`src/rtl/run_controller_if.sv`:
```
// run_controller_if: loader byte stream, ROM write port and core run-control/status signals.
interface run_controller_if #(
  parameter int ROM_AW = 8,
  parameter int CNT_W = 24
);
  logic              load_start;
  logic [ROM_AW:0]   word_count;
  logic              abort;
  logic              in_valid;
  logic              in_ready;
  logic [7:0]        in_byte;
  logic              rom_we;
  logic [ROM_AW-1:0] rom_waddr;
  logic [31:0]       rom_wdata;
  logic              core_reset;
  logic              halt;
  logic [CNT_W-1:0]  timeout_limit;
  logic              busy;
  logic              done;
  logic              timed_out;
  logic [CNT_W-1:0]  cycle_count;
  logic              ram_debug_en;
  modport master (
    input  load_start, word_count, abort, in_valid, in_byte, halt, timeout_limit,
    output in_ready, rom_we, rom_waddr, rom_wdata, core_reset, busy, done, timed_out,
           cycle_count, ram_debug_en
  );
  modport slave (
    output load_start, word_count, abort, in_valid, in_byte, halt, timeout_limit,
    input  in_ready, rom_we, rom_waddr, rom_wdata, core_reset, busy, done, timed_out,
           cycle_count, ram_debug_en
  );
endinterface

```
`src/rtl/run_controller.sv`:
```
// run_controller: streams a program into ROM, holds the core in reset, runs it to halt/timeout.
module run_controller #(
  parameter int ROM_AW = 8,
  parameter int RESET_CYCLES = 3,
  parameter int CNT_W = 24
) (
  input logic clk,
  input logic reset,
  run_controller_if.master bus
);
  localparam int HW = $clog2(RESET_CYCLES + 1);
  typedef enum logic [2:0] {IDLE, LOAD, HOLD, RUN, DONE} state_t;
  state_t state, state_n;
  logic [ROM_AW:0] count, wc_clip;
  logic [ROM_AW-1:0] widx;
  logic [1:0] bidx;
  logic [HW-1:0] hold_cnt;
  logic [CNT_W-1:0] limit, cyc, cyc_n;
  logic [31:0] wdata;
  logic we, armed, done_q, tout, accept, last_word, halted, hit;
  assign wc_clip = bus.word_count[ROM_AW] ? {1'b1, {ROM_AW{1'b0}}} : bus.word_count;
  assign accept = bus.in_valid && state == LOAD && !we;
  assign last_word = {1'b0, widx} == count - 1'b1;
  assign cyc_n = &cyc ? cyc : cyc + 1'b1;
  assign halted = armed && bus.halt;
  // the run cycle that brings the count to the limit is the last one
  assign hit = limit != '0 && cyc_n == limit;
  always_ff @(posedge clk) state <= reset ? IDLE : state_n;
  always_comb begin
    state_n = state;
    case (state)
      IDLE, DONE: if (bus.load_start) state_n = wc_clip != '0 ? LOAD : HOLD;
      LOAD: if (we && last_word) state_n = HOLD;
      HOLD: if (hold_cnt == HW'(RESET_CYCLES - 1)) state_n = RUN;
      RUN: if (halted || hit) state_n = DONE;
      default: state_n = IDLE;
    endcase
    if (bus.abort) state_n = IDLE;
  end
  always_ff @(posedge clk) begin
    if (reset) begin
      we <= 1'b0;
      widx <= '0;
      wdata <= '0;
      bidx <= '0;
      count <= '0;
      hold_cnt <= '0;
      limit <= '0;
      cyc <= '0;
      armed <= 1'b0;
      done_q <= 1'b0;
      tout <= 1'b0;
    end else begin
      we <= state_n == LOAD && accept && bidx == 2'd3;
      done_q <= state == RUN && state_n == DONE;
      hold_cnt <= state == HOLD ? hold_cnt + 1'b1 : '0;
      if (state != LOAD && state_n == LOAD) begin
        count <= wc_clip;
        widx <= '0;
        bidx <= '0;
      end
      if (accept && state_n == LOAD) begin
        wdata[8*bidx +: 8] <= bus.in_byte;
        bidx <= bidx + 1'b1;
      end
      if (we) widx <= widx + 1'b1;
      if (state == HOLD && !bus.abort) begin
        cyc <= '0;
        tout <= 1'b0;
        armed <= 1'b0;
        limit <= bus.timeout_limit;
      end
      if (state == RUN && !bus.abort) begin
        cyc <= cyc_n;
        armed <= armed || !bus.halt;
        tout <= hit && !halted;
      end
    end
  end
  assign bus.in_ready = state == LOAD && !we;
  assign bus.rom_we = we;
  assign bus.rom_waddr = widx;
  assign bus.rom_wdata = wdata;
  assign bus.core_reset = state == IDLE || state == LOAD || state == HOLD;
  assign bus.busy = state == LOAD || state == HOLD || state == RUN;
  assign bus.done = done_q;
  assign bus.timed_out = tout;
  assign bus.cycle_count = cyc;
  assign bus.ram_debug_en = state == DONE;
endmodule

```
`src/flat_wrapper.sv`:
```
// flat-port wrapper written by rule: the top's interface ports become plain ports
module run_controller_flat 
#(
  parameter int ROM_AW = 8,
  parameter int RESET_CYCLES = 3,
  parameter int CNT_W = 24
)
  (clk, reset, bus_load_start, bus_word_count, bus_abort, bus_in_valid, bus_in_byte, bus_halt, bus_timeout_limit, bus_in_ready, bus_rom_we, bus_rom_waddr, bus_rom_wdata, bus_core_reset, bus_busy, bus_done, bus_timed_out, bus_cycle_count, bus_ram_debug_en);
  run_controller_if #(.ROM_AW(ROM_AW), .CNT_W(CNT_W)) bus_i ();
  input logic clk;
  input logic reset;
  input wire logic [$bits(bus_i.load_start)-1:0] bus_load_start;
  input wire logic [$bits(bus_i.word_count)-1:0] bus_word_count;
  input wire logic [$bits(bus_i.abort)-1:0] bus_abort;
  input wire logic [$bits(bus_i.in_valid)-1:0] bus_in_valid;
  input wire logic [$bits(bus_i.in_byte)-1:0] bus_in_byte;
  input wire logic [$bits(bus_i.halt)-1:0] bus_halt;
  input wire logic [$bits(bus_i.timeout_limit)-1:0] bus_timeout_limit;
  output wire logic [$bits(bus_i.in_ready)-1:0] bus_in_ready;
  output wire logic [$bits(bus_i.rom_we)-1:0] bus_rom_we;
  output wire logic [$bits(bus_i.rom_waddr)-1:0] bus_rom_waddr;
  output wire logic [$bits(bus_i.rom_wdata)-1:0] bus_rom_wdata;
  output wire logic [$bits(bus_i.core_reset)-1:0] bus_core_reset;
  output wire logic [$bits(bus_i.busy)-1:0] bus_busy;
  output wire logic [$bits(bus_i.done)-1:0] bus_done;
  output wire logic [$bits(bus_i.timed_out)-1:0] bus_timed_out;
  output wire logic [$bits(bus_i.cycle_count)-1:0] bus_cycle_count;
  output wire logic [$bits(bus_i.ram_debug_en)-1:0] bus_ram_debug_en;
  assign bus_i.load_start = bus_load_start;
  assign bus_i.word_count = bus_word_count;
  assign bus_i.abort = bus_abort;
  assign bus_i.in_valid = bus_in_valid;
  assign bus_i.in_byte = bus_in_byte;
  assign bus_i.halt = bus_halt;
  assign bus_i.timeout_limit = bus_timeout_limit;
  assign bus_in_ready = bus_i.in_ready;
  assign bus_rom_we = bus_i.rom_we;
  assign bus_rom_waddr = bus_i.rom_waddr;
  assign bus_rom_wdata = bus_i.rom_wdata;
  assign bus_core_reset = bus_i.core_reset;
  assign bus_busy = bus_i.busy;
  assign bus_done = bus_i.done;
  assign bus_timed_out = bus_i.timed_out;
  assign bus_cycle_count = bus_i.cycle_count;
  assign bus_ram_debug_en = bus_i.ram_debug_en;
  run_controller #(.ROM_AW(ROM_AW), .RESET_CYCLES(RESET_CYCLES), .CNT_W(CNT_W)) u_core (.clk(clk), .reset(reset), .bus(bus_i));
endmodule
```
`config.mk`:
```
export PLATFORM = sky130hd
export DESIGN_NAME = run_controller_flat
export DESIGN_NICKNAME = d
export VERILOG_FILES = /design/src/rtl/run_controller_if.sv /design/src/rtl/run_controller.sv /design/src/flat_wrapper.sv
export SDC_FILE = /design/constraint.sdc
export NUM_CORES = 1
export LEC_CHECK = 0
export ABC_AREA = 1
export BUFFER_PORTS_ARGS = -buffer_cell sky130_fd_sc_hd__buf_4
export CAP_MARGIN = 10
export CORE_MARGIN = 10
export CORE_UTILIZATION = 55
export CTS_CLUSTER_DIAMETER = 120
export DETAILED_ROUTE_END_ITERATION = 16
export PLACE_DENSITY = 0.88
export SLEW_MARGIN = 10
export SYNTH_ARGS = -nofsm -noshare
export SYNTH_HDL_FRONTEND = slang
export SYNTH_SLANG_ARGS = --single-unit
export TNS_END_PERCENT = 100
```
`constraint.sdc`:
```
create_clock -name clk -period 4.2 [get_ports clk]
set_input_delay 0.42 -clock clk [delete_from_list [all_inputs] [get_ports clk]]
set_output_delay 0.42 -clock clk [all_outputs]
set_load 0.01 [all_outputs]
```
## Yosys cells after proc, flatten, opt, wreduce, memory -nomap -nowiden

Index checks and enable logic that the tools add are counted.

- Register bits: 108
- Bits of input ports: 47
- Output and inout bits: 71
- Word-level logic and storage cells: 83

- Add/subtract/negate cells: 6
- Equal/unequal tests: 11
- Shift operators: 2
- Multiplexer cells: 19
- Bitwise operators: 1
- Reductions and logical operators: 32

Operators with widths:

| operator | number |
|---|---|
| 24-bit two-way mux | 3 |
| 5-bit negation with 34-bit output | 1 |
| 8-bit by 34-bit variable shift with 32-bit output (first input constant) | 1 |
| 8-bit by 34-bit indexed part select with 32-bit output | 1 |
| 32-bit bitwise mux | 1 |
| 24-bit by 1-bit adder with 24-bit output (second input constant) | 1 |
| 24-bit equality test | 1 |
| 24-bit AND reduction | 1 |
| 24-bit nonzero test | 1 |
| 8-bit two-way mux | 2 |
| 3-bit two-way mux | 5 |
| 1-bit logical AND | 13 |
| 3-bit case mux with 4 select lines | 1 |
| 8-bit by 9-bit equality test with 1-bit output | 1 |
| 9-bit two-way mux | 1 |
| 9-bit nonzero test | 1 |
| 9-bit by 1-bit subtractor with 9-bit output (second input constant) | 1 |
| 8-bit by 1-bit adder with 8-bit output (second input constant) | 1 |
| 3-bit by 1-bit equality test with 1-bit output (second input constant) | 2 |
| 3-bit by 2-bit equality test with 1-bit output (second input constant) | 2 |
| 3-bit equality test (second input constant) | 2 |
| 1-bit logical OR | 6 |
| 2-bit two-way mux | 3 |
| 2-bit nonzero test | 3 |
| other kinds (8) | 16 |

## Longest topological paths before layout

Gate-level depths: netlist of the first run.

- Depth after elaboration: 12
- Gate-level depth with buffers: 23
- Mapped depth without buffers: 22

## Worst setup path after synthesis of the first run

Ideal clock, no wire load.

- Path kind: flip-flop to flip-flop
- Start: reg u_core.cyc[1], in the netlist u_core.bus.cycle_count[1]
- End: reg u_core.widx[7], in the netlist u_core.bus.rom_waddr[7]
- Library setup time: 0.134 ns
- Arrival: 2.520 ns
- Required time: 4.066 ns
- Path slack: 1.546 ns
- Cell stages (with the launch flop): 23
- Buffers on the path: 2
- Clock period less this slack: 2.654 ns
- Cells stage by stage: dfxtp_1 > ha_1 > inv_1 > nor2_2 > nand2_2 > nor2_4 > nand2_4 > buf_6 > nand2_1 > nand2_1 > nand2_1 > nand2_1 > nor2_1 > nand2_1 > nor2_1 > nand2_1 > nand3_2 > nand4_4 > inv_1 > nand2_1 > buf_2 > nand3_1 > a21oi_1

- Longest elaborated chain between the ends: 11
- Elaborated cells between the ends (all ways): 12
- Those cells by class: add/sub (1); eq/ne (2); mux (4); reduce/logical (5)

Ends and longest elaborated chain:

| element | line | source |
|---|---|---|
| from (decl) | run_controller.sv:18 | `logic [CNT_W-1:0] limit, cyc, cyc_n;` |
| from (signal assigned) | run_controller.sv:74 | `cyc <= cyc_n;` |
| 24-bit by 1-bit adder with 24-bit output or 24-bit AND reduction (tied branches) | run_controller.sv:24 | `assign cyc_n = &cyc ? cyc : cyc + 1'b1;` |
| 24-bit two-way mux (*) | run_controller.sv:24 |  |
| 24-bit equality test (*) | run_controller.sv:27 | `assign hit = limit != '0 && cyc_n == limit;` |
| 1-bit logical AND (*) | run_controller.sv:27 |  |
| 1-bit logical OR (*) | run_controller.sv:35 | `RUN: if (halted \|\| hit) state_n = DONE;` |
| 3-bit two-way mux (*) | run_controller.sv:35 |  |
| 3-bit case mux with 4 select lines (*) | run_controller.sv:31 | `case (state)` |
| 3-bit two-way mux (*) | run_controller.sv:38 | `if (bus.abort) state_n = IDLE;` |
| 3-bit by 1-bit equality test with 1-bit output (*) | run_controller.sv:57 | `if (state != LOAD && state_n == LOAD) begin` |
| 1-bit logical AND (*) | run_controller.sv:57 |  |
| 2-bit nonzero test (no line) (*) | -- |  |
| to (signal assigned) | run_controller.sv:66 | `if (we) widx <= widx + 1'b1;` |
| to (decl) | run_controller.sv:15 | `logic [ROM_AW-1:0] widx;` |

Every way passes the cells marked *; elsewhere a longest branch is shown, timed or not.
A chain may end at the register's enable or synchronous reset.

## Worst setup path after layout of the first run

- Start: reg u_core.cyc[1], in the netlist u_core.bus.cycle_count[1]
- End: reg u_core.wdata[28], in the netlist u_core.bus.rom_wdata[28]

- Longest elaborated chain between the ends: 10
- Elaborated cells between the ends (all ways): 11
- Those cells by class: add/sub (1); eq/ne (2); mux (4); reduce/logical (4)

Ends and longest elaborated chain:

| element | line | source |
|---|---|---|
| 24-bit by 1-bit adder with 24-bit output or 24-bit AND reduction (tied branches) | run_controller.sv:24 |  |
| 24-bit two-way mux (*) | run_controller.sv:24 |  |
| 24-bit equality test (*) | run_controller.sv:27 |  |
| 1-bit logical AND (*) | run_controller.sv:27 |  |
| 1-bit logical OR (*) | run_controller.sv:35 |  |
| 3-bit two-way mux (*) | run_controller.sv:35 |  |
| 3-bit case mux with 4 select lines (*) | run_controller.sv:31 |  |
| 3-bit two-way mux (*) | run_controller.sv:38 |  |
| 3-bit by 1-bit equality test with 1-bit output (*) | run_controller.sv:62 | `if (accept && state_n == LOAD) begin` |
| 1-bit logical AND (*) | run_controller.sv:62 |  |
| to (signal, indexed assignment) | run_controller.sv:63 | `wdata[8*bidx +: 8] <= bus.in_byte;` |
| to (decl) | run_controller.sv:19 | `logic [31:0] wdata;` |

Marked as above.

==> summary.txt, run 1 <==
Power and ir drop
  • Maximum VDD drop: just under 200 uV
  • LEAKAGE: between 0.003 and 0.004 uW
  • Pwr Density: 250 mW/mm^2
  • PnR Total Power: about 1800 uW

Detailed routing
  • DR vias/cell: roughly 5.3
  • Drt first-iter violations: roughly 540
  • Wire per inst: 13.8 um
  • DRC: 0
  • DR vias: 6213
  • Drt pass-1 iters: 5
  • DRT Wirelength: 16.3 mm
  • Antenna-violating nets left: 0

Setup path
  • Setup CP Type: reg -> reg
  • Worst path cell trace: ha_1 -> inv_1 -> nor2_2 -> nand2_2 -> nor2_4 -> nand2_4 -> nand2_1 -> xnor2_1 -> nand2_1 -> nor2_1 -> nand2_1 -> nor2_1 -> nand2_1 -> nand3_2 -> nand4_4 -> nor2_4 -> buf_12 -> nand3_1 -> nand2_1 -> nor2_1
  • Launching point of the worst reg2reg path: u_core.bus.cycle_count[1]
  • Max stage delay on crit path: 520 ps
  • Worst reg2reg path endpoint: u_core.bus.rom_wdata[28]
  • Delay-heaviest family, CP: simple AND/OR/NAND/NOR gates
  • Cell seen most often among critical-path stages: nand2_1
  • WP data arrival: 3760 ps
  • Crit path launch: u_core.bus.cycle_count[1]
  • Crit path capture type: register
  • Flop2flop setup slack: 710 ps
  • CP Depth: 20
  • CP Launch Type: register
  • Critical Path End: u_core.bus.rom_wdata[28]
  • FF-to-FF path depth: 20
  • CP required: 4470 ps
  • Crit-path max FO: 36
  • Bufs and invs on worst path: 2
  • CP max stage cell: nor2_4

Synthesis
  • Ys Warns: 0
  • Post-synthesis cell count: approximately 940
  • Seq/Total Area, Yosys: about 36%
  • Post-synth ARST share: 0%
  • Prevailing post-synth register cell: dfxtp_1
  • Top cell type's share of synthesized area: 36.0%
  • Mean Syn Cell Area: 6.37 um^2
  • Top cells by area, synth: dfxtp_1 36%, nand2_1 18%, a21oi_1 8.2%
  • Largest area contributor in the netlist: dfxtp_1
  • Mapped Nets: 999
  • Register bit count reported by yosys: 108
  • Synth top cells by count: 282 x nand2_1, 108 x dfxtp_1, 99 x a21oi_1, 99 x nand3_1, 98 x nor2_1
  • Library cells used by synthesis: 35
  • Most frequent cell after synthesis: nand2_1
  • Synthesized area: ~0.006 mm^2
  • Post-synth EDFFs: 0

Clock tree
  • Deepest clock path buffer count: 2
  • Root buf cell: clkbuf_8
  • Hold-fix buffers, CTS: 0
  • Setup bufs post-CTS: 0
  • Clock slew at reported path FFs: 120 ps
  • Post_cts resized: 0
  • H-tree levels: 3
  • CTS tree: built
  • Worst-Skew Late Latency: 380 ps
  • CTS sink count: 108
  • CTS buffer count: 9

Timing
  • Final min period: 3490 ps
  • Fin. Hold Viols: 0
  • RSZ-0062 raised after global routing: false
  • Final Setup Violations: 0
  • Pin slew with the least headroom to its limit: roughly 800 ps
  • Slew Limit Fails: 0
  • Clock skew: 18.9 ps
  • Setup WS post-layout: 705 ps
  • Max-slew headroom: ~46%
  • Fmax: approximately 0.29 GHz
  • Setup TNS: 0 ps
  • Final Cycle Share: between 80% and 90%

Die
  • Die Height: 125 um
  • Die X: ~120 um
  • Die ar.: between 0.015 and 0.02 mm^2
  • I/O pin total: 118
  • Row cnt: 38
  • Initial Util: 55.9%
  • Core area: 0.0107 mm^2

Outcome
  • Status: finished clean

Finish
  • Final non-filler cell total: 1183
  • Antenna cells: 0
  • Synth-to-Final Area Change: 18.4%
  • Final Util: 66.2%
  • Footprint of the multi-input gates: 0.00332 mm^2
  • FILL cells: between 900 and 1000
  • Share of post-route cells with drive strength above 1: 15.2%
  • Final net count: 1094
  • Sequential Area: 0.00216 mm^2

Placed design
  • Placer Congestion: 0.889
  • Final HPWL DP: 12.3 mm
  • Place WS: between 700 and 800 ps
  • Placed Cells: 1167
  • I/O Buffers: approximately 120

Flow run
  • Max-Cap Viols: 0

GRT
  • Global-route wire length before repair: about 27 mm
  • Largest net degree at the start of global routing: 62
  • Initial antenna violation count: 0
  • Gr ovfl total: 0
  • Tot GR Track Use: 20.2%
  • Vias in the first global route: 5697

Worst hold path
  • Hold path cells: 2
  • Hold crit path type: in -> reg
[layout make-up]
class,instances,area share (%)
inverters,91,4.80
multi-input cells,706,46.7
repair buffers,122,13.1
clock inverters,7,0.844
clock buffers,9,1.74
flip-flops and latches,108,30.4
well taps,140,2.46
[flip-flops by register name (all words and copies together), names as in the netlist]
name and count:
u_core.armed 1, u_core.bus.timed_out 1, u_core.bus.cycle_count 24, u_core.hold_cnt 2, u_core.count 9, u_core.state 3
u_core.bus.rom_we 1, u_core.bus.rom_waddr 8, u_core.bidx 2, u_core.limit 24, u_core.bus.done 1, u_core.bus.rom_wdata 32
[cell usage in the layout (no fill, tap or decap), types with 13 or more instances in the layout]
master,synthesis,layout
nand3_1,99,99
dfxtp_1,108,108
nor3_1,16,16
o21ai_0,34,34
nand4_1,13,13
a21oi_1,99,99
xor2_1,14,14
buf_4,1,121
nand2_1,282,282
nor2_1,98,98
inv_1,86,86
[logic make-up (layout without fill, tap and decap cells)]
kind of cell | Yosys count | count (layout) | synth area share (%)
AO/OA/AOI/OAI | 139 | 139 | 11.9
XOR/XNOR | 23 | 23 | 3.35
adder cells (fa/ha/maj) | 9 | 9 | 1.87
buffers and inverters | 129 | 229 | 8.75
flip-flops | 108 | 108 | 36.0
AND/OR/NAND/NOR | 535 | 535 | 38.2
[power breakdown]
group / internal (uW) / switching (uW) / total [uW]
registers: 1030 / 4.99 / 1030
logic: 57.4 / 78.0 / 135
clock network: 227 / 382 / 609
[stage by stage]
stage | hold slack [ps] | cell area (um^2)
detailed placement | 413 | 6930
global placement | 411 | 6930
finish | 234 | 7110
floorplan | 401 | 6010
CTS | 221 | 7110
global route | 208 | 7110
[how the worst min path moves through the flow]
stage                             startpoint                  to  slack, ps
after floorplan           u_core.hold_cnt[0]  u_core.hold_cnt[0]        400
after global placement    u_core.hold_cnt[0]  u_core.hold_cnt[0]        410
after detailed placement  u_core.hold_cnt[0]  u_core.hold_cnt[0]        410
after CTS                          bus_abort     u_core.state[1]        220
after global routing               bus_abort     u_core.state[1]        210
final                              bus_abort     u_core.state[1]        230
[metal layers]
metal / part of all wire [%] / vias up / global-route usage, %
li1: - / 3220 / -
met1: 42 / 2772 / 24.2
met2: 48 / 199 / 33.9
met3: 7.6 / 22 / 6.30
met4: 1.6 / 0 / 5.69
met5: 0 / - / 0
[worst register-to-register path, stage by stage (launching register included)]
cell,delay [ps]
dfxtp_1,440
ha_1,250
inv_1,60
nor2_2,150
nand2_2,110
nor2_4,150
nand2_4,220
nand2_1,180
xnor2_1,130
nand2_1,70
nor2_1,120
nand2_1,60
nor2_1,140
nand2_1,90
nand3_2,100
nand4_4,110
nor2_4,520
buf_12,260
nand3_1,90
nand2_1,90
nor2_1,50
Power figures use the tool's default switching activity.
==> inputs of run 2 (changes only) <==
CORE_UTILIZATION = 50   (was 55)
PLACE_DENSITY = 0.84   (was 0.88)
clock period = 3.1 ns   (was 4.2 ns; I/O delays follow)
==> run 2 against run 1 <==
Critical path depth unchanged. Hold slack got worse by 89 ps. Die area increased by 8.4%. Routed wire length increased by 14%. Largest cell class unchanged. Largest power group unchanged. Critical path type unchanged.
==> summary.txt, run 2 (synthesis gave the netlist of run 1 again) <==
Setup path
  • CP required: 3360 ps (-1110 ps)
  • Setup CP Type: reg -> reg
  • Delay-heaviest family, CP: simple AND/OR/NAND/NOR gates
  • Max stage delay on crit path: 350 ps (-170 ps)
  • Crit path launch: u_core.bus.cycle_count[1]
  • Crit path capture type: register
  • Crit-path max FO: 8 (-78%)
  • Launching point of the worst reg2reg path: u_core.bus.cycle_count[1]
  • CP Launch Type: register
  • Worst path cell trace: ha_4 -> inv_1 -> nor2_4 -> nand2_4 -> nor2_4 -> nand2_8 -> nand2_2 -> xnor2_1 -> nand2_1 -> nor2_1 -> nand2_1 -> nor2_2 -> nand2_1 -> nand3_2 -> nand4_4 -> nor2_4 -> buf_6 -> clkbuf_16 -> nand3_1 -> a21oi_1
  • WP data arrival: 3260 ps (-500 ps)
  • Bufs and invs on worst path: 3 (+1)
  • CP max stage cell: dfxtp_2

Clock tree
  • H-tree levels: 3 (unchanged)
  • CTS tree: built
  • CTS buffer count: 9 (unchanged)
  • Hold-fix buffers, CTS: 0 (unchanged)
  • Clock slew at reported path FFs: 70 ps (-50 ps)
  • CTS sink count: 108 (unchanged)
  • Worst-Skew Late Latency: 350 ps (-30 ps)
  • Deepest clock path buffer count: 2 (unchanged)
  • Root buf cell: clkbuf_16

Power and ir drop
  • Logic pwr share: 6.8% (-0.8 points)
  • Sw Pwr: 636 uW (+37%)
  • LEAKAGE: 0.00337 uW (+11%)
  • Sw frac: 22.4% (-3.7 points)
  • Pwr Density: 364 mW/mm^2 (+46%)
  • Clock network fraction of design power: 43.9% (+9.7 points)
  • Int Pwr: 2200 uW (+68%)
  • Sequential power share: 49.3% (-8.8 points)
  • Maximum VDD drop: 236 uV (+20%)

Die
  • Die X: 130 um (+4.1%)
  • Initial Util: 51.7% (-4.2 points)
  • Die ar.: 0.0168 mm^2 (+8.4%)
  • I/O pin total: 118 (unchanged)
  • Core area: 0.0116 mm^2 (+8.1%)
  • Row cnt: 39 (+2.6%)
  • Die Height: 130 um (+4.1%)

Detailed routing
  • Wire per inst: 15.2 um (+11%)
  • DR vias/cell: 5.51 (+4.9%)
  • DRC: 0 (unchanged)
  • DR vias: 6734 (+8.4%)
  • DRT Wirelength: 18.6 mm (+14%)
  • Drt first-iter violations: 638 (+17%)
  • Drt pass-1 iters: 5 (unchanged)
  • Antenna-violating nets left: 0 (unchanged)

Placed design
  • Placer Congestion: 0.937 (+5.4%)
  • Final HPWL DP: 13.2 mm (+7.6%)
  • I/O Buffers: 117 (unchanged)

Timing
  • Max-slew headroom: 49.4% (+3.0 points)
  • Clock skew: 5.09 ps (-13.9 ps)
  • Final min period: 2990 ps (-500 ps)
  • Slew Limit Fails: 0 (unchanged)
  • Final Cycle Share: 96.6% (+13 points)
  • Pin slew with the least headroom to its limit: 759 ps (-44.9 ps)
  • Fin. Hold Viols: 0 (unchanged)
  • Final Setup Violations: 0 (unchanged)
  • Fmax: 0.334 GHz (+17%)
  • Smallest hold slack: 145 ps (-89.2 ps)

Finish
  • Number of flip-flops in the largest register: 32 (unchanged)
  • Antenna cells: 0 (unchanged)
  • Most frequent cells in the layout: 271 x nand2_1, 149 x buf_4, 99 x a21oi_1
  • Synth-to-Final Area Change: 29.8%
  • Share of post-route cells with drive strength above 1: 21.4% (+6.2 points)
  • Final Util: 67.1% (+0.94 points)
  • Final net count: 1130 (+3.3%)
  • Most common cell after layout, fill and taps aside: nand2_1

GRT
  • Global-route wire length before repair: 29.2 mm (+8.1%)
  • Initial antenna violation count: 0 (unchanged)
  • Gr ovfl total: 0 (unchanged)
  • Tot GR Track Use: 21.0% (+0.84 points)
  • Largest net degree at the start of global routing: 61 (-1.6%)
  • Vias in the first global route: 6263 (+9.9%)

Flow run
  • Max-Cap Viols: 0 (unchanged)

Worst hold path
  • Hold crit path type: in -> reg
  • Min-delay src: bus_abort

Outcome
  • Status: finished clean
==> run 2: area by class of cell <==
cell class	count	area, um^2
Tap cell	143	179
Sequential cell	108	2180
Clock buffer	11	243
Fill cell	1003	3820
Timing Repair Buffer	156	1260
Multi-Input combinational cell	708	3520
Inverter	91	344
Clock inverter	5	75.1
==> run 2: final timing paths <==
kind                                                 end  depth (start not counted)  slack, ps
worst max-delay path            u_core.bus.rom_wdata[11]                         20        110
worst min-delay path                     u_core.state[1]                          2        150
worst max register to register  u_core.bus.rom_wdata[11]                         20        110
worst min register to register        u_core.hold_cnt[0]                          1        420
==> run 2: per-layer routing <==
layer | wire, um | track usage, % | share of wire (%)
met1 | 7550 | 24.8 | 41
met4 | 543 | 8.99 | 2.9
met2 | 8910 | 35.8 | 48
met3 | 1610 | 5.10 | 8.6
met5 | 0 | 0 | 0
==> run 2: worst reg2reg max path, cell delays in order (launching register included) <==
cell and delay [ps]:
dfxtp_2 350, ha_4 140, inv_1 60, nor2_4 150, nand2_4 90, nor2_4 260, nand2_8 110, nand2_2 110
xnor2_1 150, nand2_1 80, nor2_1 110, nand2_1 100, nor2_2 140, nand2_1 80, nand3_2 110, nand4_4 120
nor2_4 170, buf_6 140, clkbuf_16 140, nand3_1 80, a21oi_1 200
==> run 2: metrics by stage <==
stage | setup TNS, ps | worst slack (ps) | instance area, um^2 | power [uW] | instances
finish | 0 | 105 | 7800 | 2840 | 1222
global route | -157 | -70.6 | 7800 | 2920 | 1222
CTS | 0 | 30.5 | 7440 | 2850 | 1212
detailed placement | 0 | 59.2 | 7130 | 1620 | 1196
global placement | 0 | 185 | 7130 | 1610 | 1196
floorplan | 0 | 446 | 6010 | 1540 | 943
==> run 2: power by group through the flow <==
stage / Combinational (uW) / Clock [uW] / Sequential (uW)
CTS: 186 / 1260 / 1400
finish: 194 / 1250 / 1400
floorplan: 105 / 0 / 1430
global route: 213 / 1310 / 1400
detailed placement: 184 / 0 / 1430
global placement: 182 / 0 / 1430
==> run 2: timing repair <==
action / CTS / global route
setup endpoints to repair: 0 / 52
setup buffers: 0 / 5
gates resized for setup: 0 / 62
